==> config.mk <==
export PLATFORM = sky130hd
export DESIGN_NAME = disp_scan
export DESIGN_NICKNAME = d
export VERILOG_FILES = /design/src/rtl/disp_pkg.sv /design/src/rtl/disp_scan_seg7_decode.sv /design/src/rtl/disp_scan.sv
export SDC_FILE = /design/constraint.sdc
export NUM_CORES = 1
export LEC_CHECK = 0
export CORE_ASPECT_RATIO = 0.8
export CORE_MARGIN = 10
export CORE_UTILIZATION = 52
export CTS_CLUSTER_DIAMETER = 80
export CTS_CLUSTER_SIZE = 14
export DETAILED_ROUTE_END_ITERATION = 8
export GPL_TIMING_DRIVEN = 1
export PLACE_DENSITY = 0.8
export SLEW_MARGIN = 10
export SYNTH_ARGS = -nofsm -noshare
export SYNTH_HDL_FRONTEND = slang
export SYNTH_SLANG_ARGS = --single-unit
==> constraint.sdc <==
create_clock -name clk -period 3.6 [get_ports clk]
set_clock_uncertainty 0.2 [all_clocks]
set_input_delay 0.72 -clock clk [delete_from_list [all_inputs] [get_ports clk]]
set_output_delay 0.72 -clock clk [all_outputs]
set_load 0.05 [all_outputs]
==> src/rtl/disp_pkg.sv <==
// disp_pkg: shared types and constants for the display scanner.
//   scan_state_e : scan FSM states (IDLE / SHOW / BLANK)
//   SEG_TABLE    : active-high 7-segment codes for hex 0..F, bit 0 = segment a
//   SEG_OFF      : active-high code for an unlit digit
package disp_pkg;

  typedef enum logic [1:0] {
    ST_IDLE  = 2'd0,
    ST_SHOW  = 2'd1,
    ST_BLANK = 2'd2
  } scan_state_e;

  localparam logic [6:0] SEG_OFF = 7'h00;

  // Entry 15 is listed first: packed index 0 is the rightmost element.
  localparam logic [15:0][6:0] SEG_TABLE = {
    7'h71, 7'h79, 7'h5E, 7'h39, 7'h7C, 7'h77, 7'h6F, 7'h7F,
    7'h07, 7'h7D, 7'h6D, 7'h66, 7'h4F, 7'h5B, 7'h06, 7'h3F
  };

endpackage

==> src/rtl/disp_scan_seg7_decode.sv <==
// seg7_decode: combinational hex nibble to active-high 7-segment code.
//   nibble_i : hex digit 0..F
//   code_o   : segments a..g in bits 0..6, 1 = lit
module seg7_decode
  import disp_pkg::*;
(
  input  logic [3:0] nibble_i,
  output logic [6:0] code_o
);

  assign code_o = SEG_TABLE[nibble_i];

endmodule

==> src/rtl/disp_scan.sv <==
// disp_scan: turns edges of the divided display clock into scan ticks and
// time-multiplexes NUM_DIGITS hex digits onto a shared 7-segment bus.
//   clk, rst      : system clock, synchronous active-high reset
//   disp_tick_in  : toggling divided display clock, sampled as data
//   enable        : scan enable, low blanks the display
//   digits_in     : hex nibbles, digit 0 in bits [3:0]
//   dp_in         : decimal point per digit
//   seg, dp       : segment bus and decimal point of the active digit
//   an            : one-hot digit enable
//   scan_idx      : index of the displayed digit
//   frame_done    : one-cycle pulse when the scan wraps to digit 0
// Optional build macro SCAN_BLANK_EN inserts one blank tick between digits.
module disp_scan
  import disp_pkg::*;
#(
  parameter int unsigned NUM_DIGITS     = 4,
  parameter bit          SEG_ACTIVE_LOW = 1'b1,
  parameter bit          AN_ACTIVE_LOW  = 1'b1
) (
  input  logic                          clk,
  input  logic                          rst,
  input  logic                          disp_tick_in,
  input  logic                          enable,
  input  logic [4*NUM_DIGITS-1:0]       digits_in,
  input  logic [NUM_DIGITS-1:0]         dp_in,
  output logic [6:0]                    seg,
  output logic                          dp,
  output logic [NUM_DIGITS-1:0]         an,
  output logic [$clog2(NUM_DIGITS)-1:0] scan_idx,
  output logic                          frame_done
);

  localparam int unsigned IDX_W = $clog2(NUM_DIGITS);
  localparam int unsigned DIG_W = 4 * NUM_DIGITS;
  localparam logic [IDX_W-1:0] LAST_IDX = IDX_W'(NUM_DIGITS - 1);

  localparam logic [6:0]            SEG_RST = SEG_ACTIVE_LOW ? ~SEG_OFF : SEG_OFF;
  localparam logic                  DP_RST  = SEG_ACTIVE_LOW;
  localparam logic [NUM_DIGITS-1:0] AN_RST  = AN_ACTIVE_LOW ? {NUM_DIGITS{1'b1}}
                                                            : {NUM_DIGITS{1'b0}};

  logic sync1_q, sync2_q, prev_q, tick_q;

  scan_state_e              state_q, state_d;
  logic [IDX_W-1:0]         idx_q, idx_d;
  logic [DIG_W-1:0]         snap_dig_q, snap_dig_d;
  logic [NUM_DIGITS-1:0]    snap_dp_q, snap_dp_d;
  logic                     frame_d;

  logic [3:0]               nibble_sel;
  logic                     dp_sel;
  logic [NUM_DIGITS-1:0]    an_hot;
  logic [6:0]               code;

  logic [6:0]               seg_d, seg_q;
  logic                     dp_d, dp_q;
  logic [NUM_DIGITS-1:0]    an_d, an_q;
  logic                     frame_done_q;

  // Two-flop synchronizer plus previous-value flop; both edges yield a tick.
  // The tick is registered so outputs land 4 clk after the input edge.
  always_ff @(posedge clk) begin
    if (rst) begin
      sync1_q <= 1'b0;
      sync2_q <= 1'b0;
      prev_q  <= 1'b0;
      tick_q  <= 1'b0;
    end else begin
      sync1_q <= disp_tick_in;
      sync2_q <= sync1_q;
      prev_q  <= sync2_q;
      tick_q  <= sync2_q ^ prev_q;
    end
  end

  // Scan FSM next state; enable low wins over a same-cycle tick.
  always_comb begin
    state_d    = state_q;
    idx_d      = idx_q;
    snap_dig_d = snap_dig_q;
    snap_dp_d  = snap_dp_q;
    frame_d    = 1'b0;
    if (!enable) begin
      state_d = ST_IDLE;
      idx_d   = '0;
    end else if (tick_q) begin
      case (state_q)
        ST_IDLE: begin
          state_d    = ST_SHOW;
          idx_d      = '0;
          snap_dig_d = digits_in;
          snap_dp_d  = dp_in;
        end
        ST_SHOW: begin
`ifdef SCAN_BLANK_EN
          state_d = ST_BLANK;
`else
          if (idx_q == LAST_IDX) begin
            idx_d      = '0;
            frame_d    = 1'b1;
            snap_dig_d = digits_in;
            snap_dp_d  = dp_in;
          end else begin
            idx_d = idx_q + IDX_W'(1);
          end
`endif
        end
`ifdef SCAN_BLANK_EN
        ST_BLANK: begin
          state_d = ST_SHOW;
          if (idx_q == LAST_IDX) begin
            idx_d      = '0;
            frame_d    = 1'b1;
            snap_dig_d = digits_in;
            snap_dp_d  = dp_in;
          end else begin
            idx_d = idx_q + IDX_W'(1);
          end
        end
`endif
        default: state_d = ST_IDLE;
      endcase
    end
  end

  // Select the digit that will be shown next cycle.
  always_comb begin
    nibble_sel = '0;
    dp_sel     = 1'b0;
    an_hot     = '0;
    for (int i = 0; i < NUM_DIGITS; i++) begin
      if (idx_d == IDX_W'(i)) begin
        nibble_sel = snap_dig_d[4*i +: 4];
        dp_sel     = snap_dp_d[i];
        an_hot[i]  = 1'b1;
      end
    end
  end

  seg7_decode u_decode (
    .nibble_i (nibble_sel),
    .code_o   (code)
  );

  // Output values with board polarity applied; dark outside SHOW.
  always_comb begin
    seg_d = SEG_OFF;
    dp_d  = 1'b0;
    an_d  = '0;
    if (state_d == ST_SHOW) begin
      seg_d = code;
      dp_d  = dp_sel;
      an_d  = an_hot;
    end
    if (SEG_ACTIVE_LOW) begin
      seg_d = ~seg_d;
      dp_d  = ~dp_d;
    end
    if (AN_ACTIVE_LOW) begin
      an_d = ~an_d;
    end
  end

  // State, snapshot and registered outputs.
  always_ff @(posedge clk) begin
    if (rst) begin
      state_q      <= ST_IDLE;
      idx_q        <= '0;
      snap_dig_q   <= '0;
      snap_dp_q    <= '0;
      seg_q        <= SEG_RST;
      dp_q         <= DP_RST;
      an_q         <= AN_RST;
      frame_done_q <= 1'b0;
    end else begin
      state_q      <= state_d;
      idx_q        <= idx_d;
      snap_dig_q   <= snap_dig_d;
      snap_dp_q    <= snap_dp_d;
      seg_q        <= seg_d;
      dp_q         <= dp_d;
      an_q         <= an_d;
      frame_done_q <= frame_d;
    end
  end

  assign seg        = seg_q;
  assign dp         = dp_q;
  assign an         = an_q;
  assign scan_idx   = idx_q;
  assign frame_done = frame_done_q;

endmodule

* Word level (Yosys, flattened, before mapping)
Memories as Yosys holds them, arrays and structs flattened.
Index checks and enable logic that the tools add are counted.
** Storage, ports and cells
- Output and inout port bits :: 15
- Bits of input ports :: 24
- Bits in registers :: 41
- Word-level logic and storage cells :: 63
- Memories :: 1
- Bits in read-only memories :: 112
** Memory list
- (no name shown) :: depth 16, bits a word 7, read ports 1, clocked after Yosys merged registers in 0, write ports 0, RTL line disp_scan_seg7_decode.sv:11 : assign code_o = SEG_TABLE[nibble_i];
** Operators by class
- Bitwise operators :: 7
- $add $sub $neg :: 1
- Reduce and logical (&&, ||, !) cells :: 3
- Muxes and demuxes :: 32
- Order comparisons :: 1
- Eq/ne operators :: 6
** Operators with widths (count)
- $mux W16 :: 3
- $mux W4 :: 8
- $pmux W16 S2 :: 1
- $mux W7 :: 2
- $mux W1 :: 10
- $mux W2 :: 5
- $pmux W2 S2 :: 2
- $pmux W4 S2 :: 1
- $not A7 Y7 :: 1
- $eq A2 B1 Y1 const B :: 3
- $eq A2 B2 Y1 const B :: 3
- $lt A4 B5 Y1 const B :: 1
- $logic_not A2 Y1 :: 2
- $not A1 Y1 :: 4
- $not A4 Y4 :: 1
- $reduce_or A4 Y1 :: 1
- $add A2 B1 Y2 const B :: 1
- $xor A1 B1 Y1 :: 1

* Longest topological paths before layout
Gate-level depths: netlist of run 1.
- Word-level depth :: 14
- Mapped depth :: 12
- Gate-level depth less buffers :: 11

* Hierarchy
A second synthesis of run 1 with hierarchy kept.
** Unflattened totals
- Cell total of the unflattened synthesis :: 222
- Area, all modules :: 2019.4 um2
** Modules (own cells, without submodules)
- disp_scan :: cells each 189, seq. area each 820.8 um2, times used 1, area each 1732.9 um2
- seg7_decode :: cells each 33, seq. area each 0.0 um2, times used 1, area each 286.5 um2

* Least setup slack after synthesis of run 1
Ideal clock, no wire load.
- Path kind :: register -> register
- From :: register idx_q[0], in the netlist scan_idx[0]
- To :: register seg_q[5], in the netlist seg[5]
- Required time :: 3.255 ns
- Cell stages (with the launch flop) :: 12
- Path buffers :: 0
- Setup time :: 0.145 ns
- Path slack :: 0.301 ns
- Arrival time :: 2.954 ns
- Period minus slack after synthesis :: 3.299 ns
- Path through :: dfxtp_1 -> ha_1 -> and2b_1 -> nor2_8 -> mux2i_1 -> mux2i_1 -> o21ai_0 -> inv_1 -> ha_1 -> nand3_1 -> a21boi_0 -> o221ai_1
** On the way
- Longest elaborated chain between the ends :: 14
- Elaborated cells on any way between the ends :: 22
- Classes of those cells :: add/sub: 1; eq/ne: 4; mux: 14; bitwise: 1; reduce/logical: 1; memory: 1
** RTL lines
- start, declared :: RTL line disp_scan.sv:45 : logic [IDX_W-1:0] idx_q, idx_d;
- start signal, assigned :: RTL line disp_scan.sv:177 : idx_q <= idx_d;
- $add A2 B1 Y2 or $eq A2 B2 Y1 (tied branches) :: RTL line disp_scan.sv:104, disp_scan.sv:98
- $mux W2 :: RTL line disp_scan.sv:98 : if (idx_q == LAST_IDX) begin
- $pmux W2 S2 :: RTL line disp_scan.sv:87 : case (state_q)
- $mux W2 :: RTL line disp_scan.sv:86 : end else if (tick_q) begin
- $mux W2 :: RTL line disp_scan.sv:83 : if (!enable) begin
- $logic_not A2 Y1 :: RTL line disp_scan.sv:132 : if (idx_d == IDX_W'(i)) begin
- $mux W4 (3 in a row) :: RTL line disp_scan.sv:132
- $mux W4 * :: RTL line disp_scan.sv:132
- $mem_v2 Z16 W7 *
- $mux W7 (implied by the code) * :: RTL line disp_scan_seg7_decode.sv:11
- $mux W7 * :: RTL line disp_scan.sv:150 : if (state_d == ST_SHOW) begin
- $not A7 Y7 * :: RTL line disp_scan.sv:156 : seg_d = ~seg_d;
- end signal, assigned :: RTL line disp_scan.sv:180 : seg_q <= seg_d;
- end, declared :: RTL line disp_scan.sv:55 : logic [6:0] seg_d, seg_q;
Every way passes the cells marked *; elsewhere a longest branch is shown, timed or not. The select of a mux whose other input is x is not followed.
A chain may end at the register's enable or synchronous reset.

* Worst setup path in the final report of run 1
- From :: input enable
- To :: register seg_q[5], in the netlist seg[5]
** On the way
- Longest elaborated chain between the ends :: 10
- Elaborated cells on any way between the ends :: 16
- Classes of those cells :: eq/ne: 4; mux: 9; bitwise: 1; reduce/logical: 1; memory: 1
** RTL lines
- start, declared :: RTL line disp_scan.sv:23 : input logic enable,
- $mux W2 :: RTL line disp_scan.sv:83
- $logic_not A2 Y1 :: RTL line disp_scan.sv:132
- $mux W4 (4 in a row) :: RTL line disp_scan.sv:132
- $mem_v2 Z16 W7
- $mux W7 (implied by the code) :: RTL line disp_scan_seg7_decode.sv:11
- $mux W7 * :: RTL line disp_scan.sv:150
- $not A7 Y7 * :: RTL line disp_scan.sv:156
Marked as above.

==> results of run 1 <==
==> critical path, stage by stage <==
cell and delay (ns):
clkdlybuf4s50_1 0.53, buf_4 0.19, inv_1 0.14, nor3_2 0.38
a22oi_1 0.15, o21ai_1 0.19, inv_1 0.14, ha_1 0.23
nand3_1 0.11, a21boi_0 0.20, o221ai_1 0.13
==> layout make-up <==
type                       instances  area share
multi-input combinational        154       0.453
sequential                        41       0.312
timing repair buffer              44       0.162
clock buffer                       6      0.0314
tap                               55      0.0262
inverter                           7      0.0100
clock inverter                     2     0.00524
==> flip-flops by register name (all words and copies together), names as in the netlist <==
signal	cells
seg	7
scan_idx	2
frame_done	1
state_q	2
sync2_q	1
sync1_q	1
snap_dp_q	4
tick_q	1
dp	1
prev_q	1
snap_dig_q	16
an	4
==> cells in the mapped netlist, types with 3 or more instances <==
cell	number	share of area
a21boi_0	3	0.011
a21oi_1	9	0.022
clkbuf_1	4	0.0072
dfxtp_1	41	0.39
ha_1	9	0.054
inv_1	7	0.013
mux2i_1	16	0.077
nand2_1	14	0.025
nand2_4	3	0.016
nand2b_1	4	0.012
nand3_1	6	0.014
nor2_1	21	0.038
nor2b_1	4	0.012
nor3_1	10	0.024
o21ai_0	5	0.012
o221ai_1	4	0.017
==> power by group through the flow <==
stage / Sequential, mW / Combinational (mW) / Clock (mW)
global placement: 0.476 / 0.0973 / 0
global route: 0.467 / 0.107 / 0.339
floorplan: 0.480 / 0.0518 / 0
CTS: 0.466 / 0.0983 / 0.321
finish: 0.466 / 0.0989 / 0.315
detailed placement: 0.476 / 0.0980 / 0
==> path summary, 6_finish.rpt <==
| path | end | slack [ns] | cells past startpoint |
|---|---|---|---|
| worst max register to register | seg[3] | 0.46 | 11 |
| worst min-delay path | sync2_q | 0.24 | 1 |
| worst max-delay path | seg[5] | 0.43 | 11 |
| worst min register to register | sync2_q | 0.24 | 1 |
==> logic make-up after synthesis <==
| logic type | count (synthesis) | share of synthesized area |
|---|---|---|
| XOR/XNOR | 1 | 0.00420 |
| multiplexers | 16 | 0.0769 |
| AND/OR/NAND/NOR | 76 | 0.218 |
| buffers and inverters | 14 | 0.0342 |
| flip-flops | 41 | 0.394 |
| adder cells (fa/ha/maj) | 9 | 0.0541 |
| AO/OA/AOI/OAI | 52 | 0.219 |
==> layer usage <==
metal / vias to the layer above / share of wire
li1: 843 / -
met1: 806 / 0.47
met3: 5 / 0.092
met4: 0 / 0.0085
met5: - / 0
met2: 68 / 0.43
==> metrics.yaml, run 1 <==
outcome:
  status: "finished clean"
placement:
  dp_slack_ns: 0.0173
  place_congestion: 0.913
  place_inst: 301
  io_buffers: 38
  placed_area_um2: 2530
  dpl.hpwl_um: 3850
sta:
  hold_viol: 0
  tns_ns: 0
  fin_crit_sh: 0.881
  worst-slew-pin-transition_ns: 0.607
  drv_slew: 0
  rsz0062_at_grt: "false"
  slew-limit-headroom: 0.595
  setup_violations: 0
  fmax_mhz: 315
  finalCriticalPeriod_ns: 3.17
  hold_slack_ns: 0.239
  fin_ws_ns: 0.428
drt:
  vias: 1722
  routed_wl_um: 4930
  drtPass1Iterations: 4
  drcViolationCount: 0
  via_per_inst: 5.57
  wl_per_cell_um: 16.0
  drt-initial-drc-count: 185
  ant_nets: 0
global_route:
  grt.overflow.total: 0
  grt_pass1_wl_um: 8160
  grt_use_met3: 0.0492
  met1_usage: 0.187
  busiest_layer: "met2"
  antenna_found_initial: 0
  grt_pass1_vias: 1658
  grt_max_degree: 26
  use_met2: 0.204
  track_usage: 0.142
power:
  power.share.switching: 0.245
  clkPwrFrac: 0.358
  p_per_area_nw_per_um2: 335
  cellInternalPower_uw: 665
  power_leakage_nw: 1.02
  combPwrFrac: 0.112
  p_sw_uw: 216
  power_uw: 880
  peakVddDrop_uv: 267
  pwr-share-seq: 0.529
synthesis:
  syn_avg_cell_area_um2: 9.97
  synthCells: 209
  seq_area_frac_synth: 0.394
  synth_nets: 242
  synth_area_um2: 2080
  yosysWarnings: 0
  synth_edf_count: 0
  synthArstFlopShare: 0
  synth.distinct_cells: 58
  ys_ff_latch: 41
  ys_dominant_reg_cell: "dfxtp_1"
worst_setup_path:
  r2r-start: "scan_idx[0]"
  critPathCaptureType: "flip-flop"
  crit_start: "enable"
  crit_type: "input pin to flip-flop"
  crit_arrival_ns: 3.12
  start_kind: "input pin"
  crit_required_ns: 3.55
  worstPathMaxFanout: 7
final_layout:
  final_util: 0.687
  drive_gt1_frac: 0.154
  area_delta_synth_final_pct: 26.2
  multi_input_area_um2: 1190
  final_common_cell: "dfxtp_1"
  seq_area_um2: 821
  finalNetCount: 286
  antenna_cells: 0
  stdcell_count: 309
  final_cell_mix: "dfxtp_1, clkdlybuf4s50_1, nor2_1"
  fin_area_um2: 2630
  n_fill_cell: 325
clocking:
  path_clk_slew_ns: 0.07
  cts_hold_buf: 0
  clock_path_buffers: 2
  ctsRootBufferMaster: "clkbuf_8"
  postCtsSetupRepairBufs: 0
  cts_tree: "yes"
  cts-resized-gates: 0
  htree_levels: 2
  worstSkewPairLatency_ns: 0.29
  cts_sinks: 41
  numCtsBuffers: 5
worst_hold_path:
  min_from: "sync1_q"
  hold_path_class: "flip-flop to flip-flop"
floorplan:
  io-pin-count: 39
  initial_core_util: 0.544
  core_area_um2: 3830
  die-area_um2: 6950
  row_count: 20
  die_h_um: 76.6
  die_width_um: 90.8
flow_run:
  cap_violations: 0
Power figures use the tool's default switching activity.
==> inputs of run 2 (changes only) <==
--- a/config.mk
+++ b/config.mk
@@ -7,12 +7,13 @@
 export LEC_CHECK = 0
 export CORE_ASPECT_RATIO = 0.8
 export CORE_MARGIN = 10
-export CORE_UTILIZATION = 52
+export CORE_UTILIZATION = 55
 export CTS_CLUSTER_DIAMETER = 80
 export CTS_CLUSTER_SIZE = 14
 export DETAILED_ROUTE_END_ITERATION = 8
 export GPL_TIMING_DRIVEN = 1
-export PLACE_DENSITY = 0.8
+export MAX_ROUTING_LAYER = met4
+export PLACE_DENSITY = 0.84
 export SLEW_MARGIN = 10
 export SYNTH_ARGS = -nofsm -noshare
 export SYNTH_HDL_FRONTEND = slang
==> constraint.sdc (replaced) <==
create_clock -name clk -period 4 [get_ports clk]
set_clock_uncertainty 0.2 [all_clocks]
set_input_delay 0.8 -clock clk [delete_from_list [all_inputs] [get_ports clk]]
set_output_delay 0.8 -clock clk [all_outputs]
set_load 0.05 [all_outputs]
==> run 2 against run 1 <==
Sequential cell count unchanged. Largest power group unchanged. Die area down 4.2%. Total power down 3.5%. Worst hold slack better by 0.0036 ns. Critical path depth stayed put. Critical path type unchanged. First-iteration DRC count decreased by 45%. Combinational power shrank 12%. Core utilization rose by 5.4 points.
==> metrics.yaml, run 2 (synthesis results as in run 1) <==
outcome:
  status: "finished clean"  # unchanged
sta:
  hold_viol: 0  # unchanged
  worst-slew-pin-transition_ns: 0.592  # was 0.607 ns
  fin_crit_sh: 0.893
  rsz0062_at_grt: "false"  # unchanged
  tns_ns: 0  # unchanged
  hold_slack_ns: 0.243  # was 0.239 ns
  slew-limit-headroom: 0.601  # was 0.595
  fin_ws_ns: 0.428  # about the same
  finalCriticalPeriod_ns: 3.57
  drv_slew: 0  # unchanged
  fmax_mhz: 280
  setup_violations: 0  # unchanged
floorplan:
  die_h_um: 75.0  # was 76.6 um
  core_area_um2: 3540  # was 3830 um2
  io-pin-count: 39  # unchanged
  die_width_um: 88.8  # was 90.8 um
  die-area_um2: 6660  # was 6950 um2
  initial_core_util: 0.588  # was 0.544
  row_count: 19  # was 20
final_layout:
  n_fill_cell: 267  # was 325
  regMostFlops: "snap_dig_q"  # unchanged
  largest_reg_flops: 16  # unchanged
  finalNetCount: 285  # was 286
  final_common_cell: "dfxtp_1"  # unchanged
  final_cell_mix: "dfxtp_1, clkdlybuf4s50_1, nor2_1"  # unchanged
  drive_gt1_frac: 0.146  # was 0.154
  final_util: 0.741  # was 0.687
  antenna_cells: 0  # unchanged
  stdcell_count: 295  # was 309
  area_delta_synth_final_pct: 26.0  # was 26.2%
  fin_area_um2: 2630  # about the same
global_route:
  antenna_found_initial: 0  # unchanged
  track_usage: 0.153  # was 0.142
  grt_pass1_wl_um: 7940  # was 8160 um
  grt.overflow.total: 0  # unchanged
  grt_pass1_vias: 1669  # was 1658
  grt_max_degree: 27  # was 26
power:
  peakVddDrop_uv: 266  # was 267 uV
  pwr-share-seq: 0.493  # was 0.529
  cellInternalPower_uw: 661  # was 665 uW
  power_uw: 849  # was 880 uW
  p_sw_uw: 189  # was 216 uW
  p_per_area_nw_per_um2: 324  # was 335 nW/um2
  power.share.switching: 0.222  # was 0.245
  power_leakage_nw: 1.02  # about the same
  combPwrFrac: 0.102  # was 0.112
  clkPwrFrac: 0.405  # was 0.358
clocking:
  ctsRootBufferMaster: "clkbuf_8"  # unchanged
  cts_hold_buf: 0  # unchanged
  cts_sinks: 41  # unchanged
  cts-resized-gates: 0  # unchanged
  numCtsBuffers: 5  # unchanged
  path_clk_slew_ns: 0.08  # was 0.07 ns
  htree_levels: 2  # unchanged
  worstSkewPairLatency_ns: 0.29  # about the same
  clock_path_buffers: 2  # unchanged
  cts_tree: "yes"  # unchanged
  postCtsSetupRepairBufs: 0  # unchanged
worst_setup_path:
  worstPathMaxFanout: 7  # unchanged
  crit_arrival_ns: 3.52  # was 3.12 ns
  rrSetupSlack_ns: 0.68  # was 0.46 ns
  r2r.worst_path.cells: 11  # unchanged
  r2r-end: "seg[6]"  # was seg[3]
  crit_type: "input pin to flip-flop"  # unchanged
  start_kind: "input pin"  # unchanged
  crit_required_ns: 3.95  # was 3.55 ns
  r2r-start: "scan_idx[0]"  # unchanged
  critPathCaptureType: "flip-flop"  # unchanged
placement:
  dpl.hpwl_um: 3580  # was 3850 um
  placed_area_um2: 2510  # was 2530 um2
  dp_slack_ns: 0.175  # was 0.0173 ns
  place_inst: 287  # was 301
  place_congestion: 0.949  # was 0.913
  io_buffers: 38  # unchanged
flow_run:
  cap_violations: 0  # unchanged
drt:
  wl_per_cell_um: 16.1  # was 16.0 um
  via_per_inst: 5.76  # was 5.57
  routed_wl_um: 4760  # was 4930 um
  drt-initial-drc-count: 101  # was 185
  ant_nets: 0  # unchanged
  drtPass1Iterations: 4  # unchanged
  vias: 1699  # was 1722
  drcViolationCount: 0  # unchanged
worst_hold_path:
  holdPathEnd: "sync2_q"  # unchanged
  holdPathStages: 1  # unchanged
  hold_path_class: "flip-flop to flip-flop"  # unchanged
  min_from: "sync1_q"  # unchanged
## run 2: cell count changes in the layout (fill, tap and decap cells not counted), sizes merged
| cell | change |
|---|---|
| clkinv | -2 |
| bufinv | +1 |
| buf | -1 |
| clkbuf | +1 |
## run 2: metal layers
| layer | GRT usage | vias to the layer above | wire length (um) |
|---|---|---|---|
| li1 | - | 839 | - |
| met1 | 0.193 | 814 | 2360 |
| met2 | 0.239 | 40 | 2120 |
| met3 | 0.0356 | 6 | 232 |
| met4 | 0.0429 | 0 | 43 |
| met5 | - | - | 0 |
## run 2: worst max-delay path by stage
stage	cells past startpoint	startpoint	slack (ns)	to
floorplan	11	scan_idx[0]	0.70	seg[5]
CTS	11	enable	0.46	seg[6]
global placement	11	enable	0.31	seg[6]
finish	11	enable	0.43	seg[6]
detailed placement	11	enable	0.17	seg[6]
global route	11	enable	0.16	seg[5]
## run 2: power by group through the flow
stage                     sequential [mW]  clock (mW)  combinational [mW]
after global routing                0.420       0.358              0.0939
final                               0.419       0.344              0.0867
after detailed placement            0.429           0              0.0860
after CTS                           0.419       0.344              0.0864
after floorplan                     0.432           0              0.0466
after global placement              0.428           0              0.0854
## run 2: area by class of cell
cell class                 count  area, um2  share of cell area
tap                           42       52.6              0.0200
multi-input combinational    154       1190               0.454
inverter                       7       26.3              0.0100
clock buffer                   7       86.3              0.0329
clock inverter                 1       30.0              0.0114
sequential                    41        821               0.313
timing repair buffer          43        418               0.159
## run 2: worst max-delay path: stages
cell and delay [ns]:
clkdlybuf4s50_1 0.52, nand3b_4 0.18, nor2_4 0.26, mux2i_1 0.26, mux2i_1 0.10, o21ai_0 0.49, inv_1 0.19, ha_1 0.24
nand3_1 0.12, a21boi_0 0.21, o221ai_1 0.14
==> inputs of run 3 (changes only) <==
--- a/config.mk
+++ b/config.mk
@@ -7,14 +7,13 @@
 export LEC_CHECK = 0
 export CORE_ASPECT_RATIO = 0.8
 export CORE_MARGIN = 10
-export CORE_UTILIZATION = 55
+export CORE_UTILIZATION = 52
 export CTS_CLUSTER_DIAMETER = 80
 export CTS_CLUSTER_SIZE = 14
 export DETAILED_ROUTE_END_ITERATION = 8
 export GPL_TIMING_DRIVEN = 1
 export MAX_ROUTING_LAYER = met4
-export PLACE_DENSITY = 0.84
-export SLEW_MARGIN = 10
+export PLACE_DENSITY = 0.8
 export SYNTH_ARGS = -nofsm -noshare
 export SYNTH_HDL_FRONTEND = slang
 export SYNTH_SLANG_ARGS = --single-unit
==> constraint.sdc (replaced) <==
create_clock -name clk -period 3.6 [get_ports clk]
set_clock_uncertainty 0.2 [all_clocks]
set_input_delay 0.72 -clock clk [delete_from_list [all_inputs] [get_ports clk]]
set_output_delay 0.72 -clock clk [all_outputs]
set_load 0.05 [all_outputs]
==> run 3 against run 2 <==
Largest cell class unchanged. Count of clock-buffer cells in the layout decreased by 1. Total power up 9.9%. Highest routed layer unchanged. Critical path depth stayed put. Routed wire length increased by 5.6%. Critical endpoint is now seg[5]. Combinational power increased by 15%.
==> metrics.yaml, run 3 (synthesis results as in run 1) <==
outcome:
  status: "finished clean"  # unchanged
final_layout:
  regMostFlops: "snap_dig_q"  # unchanged
  area_delta_synth_final_pct: 27.3  # was 26.0%
  final_common_cell: "dfxtp_1"  # unchanged
  drive_gt1_frac: 0.153  # was 0.146
  largest_reg_flops: 16  # unchanged
  final_cell_mix: "dfxtp_1, clkdlybuf4s50_1, nor2_1"  # unchanged
  antenna_cells: 0  # unchanged
  stdcell_count: 310  # was 295
  finalNetCount: 287  # was 285
power:
  power.share.switching: 0.231  # was 0.222
  p_per_area_nw_per_um2: 352  # was 324 nW/um2
  power_leakage_nw: 1.03  # was 1.02 nW
  pwr-share-seq: 0.499  # was 0.493
  cellInternalPower_uw: 718  # was 661 uW
  p_sw_uw: 215  # was 189 uW
  clkPwrFrac: 0.395  # was 0.405
  peakVddDrop_uv: 221  # was 266 uV
  combPwrFrac: 0.106  # was 0.102
clocking:
  clock_path_buffers: 2  # unchanged
  htree_levels: 2  # unchanged
  cts_tree: "yes"  # unchanged
  ctsRootBufferMaster: "clkbuf_8"  # unchanged
  path_clk_slew_ns: 0.08  # about the same
  cts-resized-gates: 0  # unchanged
  cts_sinks: 41  # unchanged
  cts_hold_buf: 0  # unchanged
  numCtsBuffers: 5  # unchanged
  postCtsSetupRepairBufs: 0  # unchanged
  worstSkewPairLatency_ns: 0.30  # was 0.29 ns
placement:
  dp_slack_ns: 0.0289  # was 0.175 ns
  io_buffers: 38  # unchanged
  place_congestion: 0.935  # was 0.949
  place_inst: 302  # was 287
  dpl.hpwl_um: 3890  # was 3580 um
global_route:
  grt.overflow.total: 0  # unchanged
  grt_pass1_vias: 1719  # was 1669
  grt_max_degree: 26  # was 27
  antenna_found_initial: 0  # unchanged
  grt_pass1_wl_um: 8510  # was 7940 um
  track_usage: 0.151  # was 0.153
drt:
  ant_nets: 0  # unchanged
  drcViolationCount: 0  # unchanged
  via_per_inst: 5.55  # was 5.76
  wl_per_cell_um: 16.2  # was 16.1 um
  vias: 1719  # was 1699
  routed_wl_um: 5020  # was 4760 um
  drt-initial-drc-count: 134  # was 101
  drtPass1Iterations: 4  # unchanged
floorplan:
  io-pin-count: 39  # unchanged
  row_count: 20  # was 19
  die-area_um2: 6950  # was 6660 um2
  die_width_um: 90.8  # was 88.8 um
  initial_core_util: 0.544  # was 0.588
  die_h_um: 76.6  # was 75.0 um
  core_area_um2: 3830  # was 3540 um2
worst_setup_path:
  crit_arrival_ns: 3.23  # was 3.52 ns
  rrSetupSlack_ns: 0.42  # was 0.68 ns
  r2r.worst_path.cells: 11  # unchanged
  cpMaxStageDelayCell: "clkdlybuf4s50_1"  # unchanged
  crit_required_ns: 3.55  # was 3.95 ns
  cpMostUsedCell: "mux2i_1"  # unchanged
  slowest_delay_ns: 0.52  # about the same
  worstPathMaxFanout: 7  # unchanged
  r2r-end: "seg[3]"  # was seg[6]
  path_cells: "clkdlybuf4s50_1, nand3b_4, nor2_8, mux2i_1, mux2i_1, o21ai_0, inv_1, ha_1, nand3_1, a21boi_0, o221ai_1"  # was clkdlybuf4s50_1, nand3b_4, nor2_4, mux2i_1, mux2i_1, o21ai_0, inv_1, ha_1, nand3_1, a21boi_0, o221ai_1
  cp_num_buf_inv: 2  # unchanged
  r2r-start: "scan_idx[0]"  # unchanged
  crit_type: "input pin to flip-flop"  # unchanged
  crit_end: "seg[5]"  # was seg[6]
  start_kind: "input pin"  # unchanged
  cp.depth: 11  # unchanged
  cp_top_family: "compound AO/OA/AOI/OAI gates"  # unchanged
  critPathCaptureType: "flip-flop"  # unchanged
  crit_start: "enable"  # unchanged
sta:
  finalCriticalPeriod_ns: 3.28
  setup_violations: 0  # unchanged
  drv_slew: 0  # unchanged
  rsz0062_at_grt: "false"  # unchanged
  worst-slew-pin-transition_ns: 0.501  # was 0.592 ns
  fin_ws_ns: 0.323  # was 0.428 ns
  fin_crit_sh: 0.910
  slew-limit-headroom: 0.665  # was 0.601
  hold_slack_ns: 0.256  # was 0.243 ns
  hold_viol: 0  # unchanged
  fmax_mhz: 305
  tns_ns: 0  # unchanged
worst_hold_path:
  holdPathStages: 1  # unchanged
  hold_path_class: "flip-flop to flip-flop"  # unchanged
flow_run:
  cap_violations: 0  # unchanged
[run 3: changes by cell type in the layout (fill, tap and decap cells not counted), sizes merged]
| cell | delta |
|---|---|
| buf | +2 |
| clkbuf | -1 |
| clkinv | +1 |
[run 3: metrics by stage]
stage	utilization	power (mW)	area [um2]
6_report	0.692	0.933	2650
5_1_grt	0.692	0.973	2650
4_1_cts	0.692	0.939	2650
3_5_place_dp	0.663	0.575	2540
3_3_place_gp	0.663	0.574	2540
2_1_floorplan	-	0.532	2080
[run 3: how the worst min path moves through the flow]
stage | from | end | slack [ns]
final | sync1_q | sync2_q | 0.26
after CTS | sync1_q | sync2_q | 0.26
after detailed placement | sync1_q | sync2_q | 0.25
after global routing | sync1_q | sync2_q | 0.28
after floorplan | sync1_q | sync2_q | 0.21
after global placement | sync1_q | sync2_q | 0.22
[run 3: metal layers]
metal	vias to the layer above	share of wire	global-route usage
met3	7	0.068	0.0512
met1	808	0.48	0.193
met2	58	0.45	0.219
met5	-	0	-
li1	846	-	-
met4	0	0.0080	0.0413
[run 3: cell type report]
type | count | area [um2]
Clock buffer | 6 | 72.6
Clock inverter | 2 | 38.8
Inverter | 7 | 26.3
Fill cell | 306 | 1180
Multi-Input combinational cell | 154 | 1190
Timing Repair Buffer | 45 | 433
Tap cell | 55 | 68.8
Sequential cell | 41 | 821
[run 3: worst register-to-register path: cells and delay by family (launching register included)]
family / cells / cell delay, ns
simple gates: 3 / 0.66
compound gates: 4 / 0.80
flops: 1 / 0.41
fa+ha+maj: 2 / 0.67
mux: 1 / 0.19
buf+inv: 1 / 0.15
[run 3: power groups by stage]
stage,Combinational (mW),Sequential (mW),Clock [mW]
final,0.0994,0.466,0.368
after global routing,0.107,0.467,0.399
after CTS,0.0989,0.466,0.374
after detailed placement,0.0986,0.476,0
after global placement,0.0983,0.476,0
after floorplan,0.0518,0.480,0
